===== config.mk =====
export PLATFORM = sky130hd
export DESIGN_NAME = water_led_seq
export DESIGN_NICKNAME = d
export VERILOG_FILES = /design/src/rtl/water_led_pkg.sv /design/src/rtl/water_led_tick.sv /design/src/rtl/water_led_seq.sv
export SDC_FILE = /design/constraint.sdc
export NUM_CORES = 1
export LEC_CHECK = 0
export ABC_AREA = 1
export ABC_CLOCK_PERIOD_IN_PS = 3150
export BUFFER_PORTS_ARGS = -buffer_cell sky130_fd_sc_hd__buf_2
export CAP_MARGIN = 20
export CORE_UTILIZATION = 40
export DETAILED_ROUTE_END_ITERATION = 7
export HOLD_SLACK_MARGIN = 0.1
export MAX_ROUTING_LAYER = met4
export PLACE_DENSITY_LB_ADDON = 0.05
export SYNTH_ARGS = -nofsm -noshare
export SYNTH_HDL_FRONTEND = slang
export SYNTH_HIERARCHICAL = 1
export SYNTH_SLANG_ARGS = --single-unit

===== constraint.sdc =====
create_clock -name clk_in -period 3.15 [get_ports clk_in]
set_clock_uncertainty 0.1 [all_clocks]
set_input_delay 0.945 -clock clk_in [delete_from_list [all_inputs] [get_ports clk_in]]
set_output_delay 0.945 -clock clk_in [all_outputs]
set_load 0.03 [all_outputs]

===== src/rtl/water_led_pkg.sv =====
// Shared encodings for the running-light sequencer: states, pattern modes,
// travel direction and the blank position code.
package water_led_pkg;

    typedef enum logic [1:0] {
        ST_IDLE  = 2'd0,
        ST_RUN   = 2'd1,
        ST_PAUSE = 2'd2
    } state_e;

    typedef enum logic {
        DIR_UP   = 1'b0,
        DIR_DOWN = 1'b1
    } dir_e;

    localparam logic [1:0] MODE_FWD  = 2'b00;
    localparam logic [1:0] MODE_REV  = 2'b01;
    localparam logic [1:0] MODE_PING = 2'b10;

    // Any code outside 0..7 turns every LED off at the decoder.
    localparam logic [3:0] POS_BLANK = 4'd15;

endpackage


===== src/rtl/water_led_tick.sv =====
// Step prescaler: fires once every DIV_BASE << speed_sel enabled cycles and
// holds its count while disabled, so a pause resumes mid-period.
module water_led_tick #(
    parameter int DIV_BASE = 1200000,
    parameter int CNT_W    = 24
) (
    input  logic       clk_in,
    input  logic       rst_n_in,
    input  logic       en,
    input  logic       clr,
    input  logic [1:0] speed_sel,
    output logic       tick
);

    localparam logic [CNT_W-1:0] ONE  = CNT_W'(1);
    localparam logic [CNT_W-1:0] BASE = CNT_W'(DIV_BASE);

    logic [CNT_W-1:0] cnt_q, cnt_d;
    logic [CNT_W-1:0] period_m1;

    assign period_m1 = (BASE << speed_sel) - ONE;

    // Compare with >= so that lowering speed_sel mid-count fires at once
    // instead of running the counter up to its wrap.
    assign tick = en && !clr && (cnt_q >= period_m1);

    always_comb begin
        // NOTE: every combinational output gets a default first so no path
        // leaves it unassigned, which would otherwise infer a latch.
        cnt_d = cnt_q;
        if (clr || tick) begin
            cnt_d = '0;
        end else if (en) begin
            cnt_d = cnt_q + ONE;
        end
    end

    // NOTE: state registers use non-blocking assignments so every flop
    // samples the pre-edge values regardless of process ordering.
    always_ff @(posedge clk_in or negedge rst_n_in) begin
        if (!rst_n_in) begin
            cnt_q <= '0;
        end else begin
            cnt_q <= cnt_d;
        end
    end

endmodule


===== src/rtl/water_led_seq.sv =====
// Running-light sequencer: IDLE/RUN/PAUSE control plus forward, reverse and
// ping-pong position stepping, feeding a 4-bit code to the LED decoder.
module water_led_seq
    import water_led_pkg::*;
#(
    parameter int DIV_BASE = 1200000,
    parameter int NUM_POS  = 8,
    parameter int CNT_W    = 24
) (
    input  logic       clk_in,
    input  logic       rst_n_in,
    input  logic       enable,
    input  logic       hold,
    input  logic       step_pulse,
    input  logic [1:0] mode_sel,
    input  logic [1:0] speed_sel,
    output logic [3:0] heart_cnt,
    output logic       cycle_done
);

    localparam logic [3:0] POS_LAST = 4'(NUM_POS - 1);

    state_e     state_q, state_d;
    dir_e       dir_q, dir_d;
    logic [3:0] pos_q, pos_d;
    logic       done_q, done_d;

    logic       presc_en, presc_clr, tick;
    logic       adv;
    logic [3:0] adv_pos;
    dir_e       adv_dir;
    logic       adv_wrap;

    assign presc_en  = (state_q == ST_RUN);
    assign presc_clr = !enable || (state_q == ST_IDLE);

    water_led_tick #(
        .DIV_BASE (DIV_BASE),
        .CNT_W    (CNT_W)
    ) u_tick (
        .clk_in    (clk_in),
        .rst_n_in  (rst_n_in),
        .en        (presc_en),
        .clr       (presc_clr),
        .speed_sel (speed_sel),
        .tick      (tick)
    );

    // Candidate next position under the current mode; used by both tick and step.
    always_comb begin
        adv_pos  = pos_q;
        adv_dir  = dir_q;
        adv_wrap = 1'b0;
        case (mode_sel)
            MODE_REV: begin
                if (pos_q == 4'd0) begin
                    adv_pos  = POS_LAST;
                    adv_wrap = 1'b1;
                end else begin
                    adv_pos = pos_q - 4'd1;
                end
            end
            MODE_PING: begin
                if (pos_q == POS_LAST) begin
                    adv_dir = DIR_DOWN;
                end else if (pos_q == 4'd0) begin
                    adv_dir = DIR_UP;
                end
                if (adv_dir == DIR_DOWN) begin
                    adv_pos  = pos_q - 4'd1;
                    adv_wrap = (pos_q == 4'd1);
                end else begin
                    adv_pos = pos_q + 4'd1;
                end
            end
            default: begin
                if (pos_q == POS_LAST) begin
                    adv_pos  = 4'd0;
                    adv_wrap = 1'b1;
                end else begin
                    adv_pos = pos_q + 4'd1;
                end
            end
        endcase
    end

    always_comb begin
        state_d = state_q;
        pos_d   = pos_q;
        dir_d   = dir_q;
        done_d  = 1'b0;
        adv     = 1'b0;
        if (!enable) begin
            state_d = ST_IDLE;
            pos_d   = POS_BLANK;
        end else begin
            case (state_q)
                ST_IDLE: begin
                    state_d = hold ? ST_PAUSE : ST_RUN;
                    pos_d   = (mode_sel == MODE_REV) ? POS_LAST : 4'd0;
                    dir_d   = DIR_UP;
                end
                ST_RUN: begin
                    adv     = tick;
                    state_d = hold ? ST_PAUSE : ST_RUN;
                end
                ST_PAUSE: begin
                    adv     = step_pulse;
                    state_d = hold ? ST_PAUSE : ST_RUN;
                end
                default: begin
                    state_d = ST_IDLE;
                    pos_d   = POS_BLANK;
                end
            endcase
        end
        if (adv) begin
            pos_d  = adv_pos;
            dir_d  = adv_dir;
            done_d = adv_wrap;
        end
    end

    always_ff @(posedge clk_in or negedge rst_n_in) begin
        if (!rst_n_in) begin
            state_q <= ST_IDLE;
            dir_q   <= DIR_UP;
            pos_q   <= POS_BLANK;
            done_q  <= 1'b0;
        end else begin
            state_q <= state_d;
            dir_q   <= dir_d;
            pos_q   <= pos_d;
            done_q  <= done_d;
        end
    end

    assign heart_cnt  = pos_q;
    assign cycle_done = done_q;

endmodule


==> results of run 1 <==
routing by layer:
| metal | GRT usage [%] | wire length, µm | vias to the layer above |
|---|---|---|---|
| li1 | - | - | 1206 |
| met1 | 25.5 | 2980 | 1024 |
| met2 | 28.4 | 2650 | 16 |
| met3 | 3.46 | 95 | 4 |
| met4 | 4.86 | 48 | 0 |
| met5 | - | 0 | - |
what timing repair did:
item,CTS,global route
resized for setup,0,18
setup endpoints to repair,0,6
buffers inserted,0,1
hold endpoints to repair,0,0
power breakdown:
| part | switching (µW) | leakage (µW) | internal [µW] |
|---|---|---|---|
| clock network | 143 | 0.0000455 | 178 |
| registers | 21.1 | 0.000431 | 428 |
| logic | 121 | 0.00110 | 73.9 |
area by class of cell:
class                           count  area [µm²]  area share [%]
Inverter                           56         213            6.82
Sequential cell                    32         806            25.9
Tap cell                           77        96.3            3.09
Multi-Input combinational cell    271        1730            55.5
Clock buffer                        8        90.1            2.89
Timing Repair Buffer               28         181            5.82
critical path, cell delays in order:
cell	delay, ps
buf_2	110
buf_4	150
ha_4	160
buf_4	120
ha_1	260
nand2_1	40
nor2_1	100
nand2_1	70
nor2_1	100
nand2_1	90
nand3_2	80
nand2_2	50
nor2_1	100
nand2_1	90
a21oi_4	210
inv_2	90
a21oi_1	120
nand2_1	70
a21oi_1	120
cell usage after synthesis, types with 3 or more instances:
cell type  count  area share [%]
nand2_1       84              12
nor2_1        54             7.5
inv_1         52             7.2
ha_1          33              15
dfrtp_1       28              26
nand3_1       18             3.3
xor2_1        13             4.2
nand4_1       12             2.8
a21oi_1       10             1.9
nand2_2        8             1.9
nor2_2         5             1.2
o21ai_0        5            0.93
dfstp_2        4             3.9
inv_2          4            0.56
nand2_4        4             1.7
nor2_4         4             1.7
xnor2_1        4             1.3
buf_6          3             1.3
through the flow:
step                      util (%)  worst slack (ps)  total power [µW]  hold WS [ps]
after floorplan                  -              61.2               590           379
after global placement        45.6              -189               645           411
after detailed placement      45.6              -226               644           440
after CTS                     47.0              54.5               974           455
after global routing          48.5             -25.0              1030           472
final                         48.5               184               966           439
cells by family after synthesis:
logic type / after synthesis
AOI/OAI and AO/OA: 24
and+or+nand+nor: 197
xor gates and xnor gates: 17
buffers and inverters: 59
adders and majority gates: 33
DFF: 32
sequential cells by signal, summed over array words and instances, names as in the netlist:
name and count:
cycle_done 1, dir_q 1, heart_cnt 4, state_q 2, u_tick/cnt_q 24
worst min path at each step:
stage                               start              end  slack, ps  cells past startpoint
after floorplan           u_tick/cnt_q[1]  u_tick/cnt_q[1]        380                      2
after detailed placement  u_tick/cnt_q[1]  u_tick/cnt_q[1]        440                      2
after global routing         heart_cnt[3]     heart_cnt[3]        470                      2
final                     u_tick/cnt_q[1]  u_tick/cnt_q[1]        440                      2
after global placement    u_tick/cnt_q[1]  u_tick/cnt_q[1]        410                      2
after CTS                    heart_cnt[1]     heart_cnt[1]        450                      2
==> metrics.cfg, run 1 <==
[setup_path]
critPathCaptureType=register
arrival_ps=3070
crit_fanout=5
cp.required_ps=3260
r2r_setup_slack_ps=810
crit_start=speed_sel[0]
endpoint=heart_cnt[0]
r2r_cells=15
crit_type=in -> reg
r2r-start=u_tick/cnt_q[15]
rr_endpoint=heart_cnt[0]
start_kind=input port

[die]
num_rows=29
num_io_pins=14
die_h_um=84.1
dieWidth_um=84.1
floorplan.initialDensity_pct=41.9
coreArea_um2=6420
dieArea_um2=7070

[place]
dp_hpwl_um=4530
place.gp.congestion=0.845
portBuffers=13
placed_area_um2=2930
dpl.cell_count=463

[grt]
grt_pass1_wl_um=10200
overflow=0
grt_pass1_vias=2190
grt_usage_pct=18.6
antenna_found_initial=0
grt_max_degree=33

[detailed_routing]
drtAntennaViolNets=0
firstDrtPassIters=4
post_drt_wl_per_cell_um=12.2
vias=2250
drtIter0Drc=59
viasPerCell=4.77
drcViolationCount=0
routed_wl_um=5780

[synthesis]
syn-instance-count=362
synth_compound_area_share_pct=5.81
yosys_warnings=6
avgSynthCellArea_um2=7.44
async_reset_ff_share_pct=100
synth_fa_ha_area_share_pct=15.3
syn_area_um2=2690
synth_mux_area_share_pct=0
synth-xor-area-share_pct=5.53
synthSimpleGateAreaFrac_pct=34.4
yosysSeqAreaShare_pct=29.9
synth_top_family_by_area=simple AND/OR/NAND/NOR gates
synth_fp_nets=404
ys_seq_elements=32
synth_flop_cell=dfrtp_1
synth_edf_count=0
synth.distinct_cells=31

[finish]
final_area_um2=3120
nets=436
final_cell_mix=nand2_1, nor2_1, inv_1, dfrtp_1, ha_1
fill_cells=672
drive_gt1_share_pct=22.3
final_cells=472
area_growth_pct=15.7
diodes=0
final_common_cell=nand2_1

[cts]
cts.sinks=32
root_buffer=clkbuf_8
clock_path_buffers=2
clk_pin_slew_ps=60
clock_latency_ps=280
cts_tree=done
hold_buffers=0
numCtsBuffers=5
htreeDepth=2

[power]
vdd_drop_max_uv=217
leakage_uw=0.00158
power_density_nw_per_um2=310

[timing]
timing.slew.headroom_pct=51.8
setup_violations=0
period_share_pct=94.2
hold_viol=0
slew_viol_final=0
finalSetupTns_ps=0
fin_crit_ps=2970
fmaxAchievable_ghz=0.337
worst_pin_slew_ps=723

[flow_run]
max_cap_viol_count=0

[min_path]
hold_class=reg -> reg

[status]
status=finished clean

Note: power is estimated with default switching activity, not from simulation.
==> run 2, diff against run 1 <==
--- a/config.mk
+++ b/config.mk
@@ -5,7 +5,7 @@
 export SDC_FILE = /design/constraint.sdc
 export NUM_CORES = 1
 export LEC_CHECK = 0
-export ABC_AREA = 1
+export ABC_AREA = 0
 export ABC_CLOCK_PERIOD_IN_PS = 3150
 export BUFFER_PORTS_ARGS = -buffer_cell sky130_fd_sc_hd__buf_2
 export CAP_MARGIN = 20
@@ -13,7 +13,7 @@
 export DETAILED_ROUTE_END_ITERATION = 7
 export HOLD_SLACK_MARGIN = 0.1
 export MAX_ROUTING_LAYER = met4
-export PLACE_DENSITY_LB_ADDON = 0.05
+export PLACE_DENSITY = 0.59
 export SYNTH_ARGS = -nofsm -noshare
 export SYNTH_HDL_FRONTEND = slang
 export SYNTH_HIERARCHICAL = 1
==> metrics.cfg, run 2 <==
[status]
status=finished clean

[setup_path]
r2r_setup_slack_ps=460
arrival_ps=3150
r2r-start=u_tick/cnt_q[0]
crit_slowest_cell=a2111oi_4
slowest_delay_ps=340
r2r_cells=11
critPathCaptureType=register
crit_buf_inv=3
cp.required_ps=3220
rr_endpoint=dir_q
crit_fanout=5
crit_path_cell_trace=buf_12, inv_16, ha_4, inv_2, ha_4, a21o_1, a21o_1, a2111oi_4, a21boi_2, nor2b_4, a22oi_2, or2_4, nand3_2, a32o_1
cp_top_family=compound AO/OA/AOI/OAI gates
start_kind=input port
crit_type=in -> reg
cp.depth=14

[synthesis]
synth.distinct_cells=57
synth_edf_count=0
syn_area_um2=2530
async_reset_ff_share_pct=100
synthTopCellsByArea=dfrtp_1, ha_1, xnor2_1, nor3_1, dfstp_2
yosysTopAreaCellShare_pct=27.7
synth_top_area_cell=dfrtp_1
syn-instance-count=271
yosysSeqAreaShare_pct=31.8
synth_fp_nets=313
yosysMostFrequentCell=ha_1
synth_flop_cell=dfrtp_1
avgSynthCellArea_um2=9.35
ys_seq_elements=32
ys_top_cells_by_count=ha_1, dfrtp_1, nor3_1
yosys_warnings=6

[place]
portBuffers=13
place.gp.congestion=0.861
dp_hpwl_um=4030

[timing]
timing.slew.headroom_pct=50.6
fin_crit_ps=3080
hold_ws_ps=472
setup_violations=0
slew_viol_final=0
fmaxAchievable_ghz=0.325
hold_viol=0
period_share_pct=97.8
finalSetupTns_ps=0
worst_pin_slew_ps=741

[cts]
hold_buffers=0
root_buffer=clkbuf_8
clk_pin_slew_ps=70
clock_path_buffers=2
cts_tree=done
numCtsBuffers=5
cts.sinks=32
clock_latency_ps=280
htreeDepth=2

[finish]
final_common_cell=dfrtp_1
diodes=0
drive_gt1_share_pct=31.2
area_growth_pct=25.5
nets=342
regMostFlops=u_tick/cnt_q
final_cell_mix=dfrtp_1, nor3_1, ha_1, buf_4, xnor2_1
largest_register_ffs=24
fill_cells=561

[die]
coreArea_um2=6030
floorplan.initialDensity_pct=42.0
num_rows=28
dieArea_um2=6660
dieWidth_um=81.6
num_io_pins=14
die_h_um=81.6

[detailed_routing]
viasPerCell=5.39
firstDrtPassIters=4
drcViolationCount=0
drtAntennaViolNets=0
post_drt_wl_per_cell_um=15.3
vias=2027
drtIter0Drc=68
routed_wl_um=5770

[flow_run]
max_cap_viol_count=0

[min_path]
worstHoldEndpoint=u_tick/cnt_q[1]
hp-start=u_tick/cnt_q[1]
hold_class=reg -> reg
hold_path_depth=2

[power]
leakage_uw=0.00130
vdd_drop_max_uv=213
power_density_nw_per_um2=332

[grt]
grt_usage_pct=19.8
grt_max_degree=33
grt_pass1_wl_um=9700
grt_pass1_vias=1987
overflow=0
antenna_found_initial=0

==> run 2: metal layers <==
layer,global-route usage [%],up-vias,share of wire [%]
met1,26.9,979,51
met4,5.09,0,0.85
met2,30.2,19,45
met5,-,-,0
met3,3.78,5,2.4
li1,-,1024,-
==> run 2: kinds of logic after synthesis <==
group	after synthesis	synth area share [%]
buffers and inverters	30	5.53
DFF	32	31.8
xor gates and xnor gates	23	7.95
and+or+nand+nor	107	24.9
adders and majority gates	33	16.3
muxes	2	0.790
AOI/OAI and AO/OA	44	12.7
==> run 2: power breakdown <==
| part | switching, µW | internal (µW) | total (µW) | leakage (µW) |
|---|---|---|---|---|
| logic | 103 | 73.5 | 177 | 0.000801 |
| registers | 18.6 | 423 | 441 | 0.000431 |
| clock network | 157 | 279 | 437 | 0.0000645 |
==> run 2: worst register-to-register path, stage by stage (launching register included) <==
cell,delay (ps)
dfrtp_1,420
ha_1,260
and4_1,270
a41oi_2,220
nor3_2,80
o31ai_2,290
a21boi_2,110
nor2b_4,140
a22oi_2,220
or2_4,180
nand3_2,50
a32o_1,250
==> run 2: layout make-up <==
type                            instances  area (µm²)  area share [%]
Clock inverter                          1        30.0           0.945
Multi-Input combinational cell        209        1810            57.0
Tap cell                               75        93.8            2.95
Inverter                               19        95.1            2.99
Sequential cell                        32         806            25.3
Clock buffer                            7        96.3            3.03
Timing Repair Buffer                   33         245            7.71
==> run 2: what timing repair did <==
action / CTS / global route
setup buffers: 4 / 4
endpoints found under the setup margin: 6 / 6
gates resized for setup: 6 / 30
pin swaps: 4 / 15
==> run 2: worst max path at each step <==
stage	from	to	slack, ps
after floorplan	speed_sel[1]	dir_q	-60
after global placement	speed_sel[1]	dir_q	-470
after detailed placement	speed_sel[1]	dir_q	-520
after CTS	speed_sel[0]	heart_cnt[2]	7
after global routing	speed_sel[1]	dir_q	-30
final	speed_sel[1]	dir_q	70
==> run 2: stage by stage <==
| stage | total power [µW] | instance area [µm²] | util, % | std cells | worst slack [ps] |
|---|---|---|---|---|---|
| after global placement | 606 | 2820 | 46.8 | 360 | -473 |
| after CTS | 1050 | 3000 | 49.8 | 372 | 7.41 |
| final | 1050 | 3180 | 52.8 | 376 | 69.1 |
| after detailed placement | 609 | 2820 | 46.8 | 360 | -520 |
| after floorplan | 555 | 2640 | - | 271 | -62.1 |
| after global routing | 1110 | 3180 | 52.8 | 376 | -32.0 |
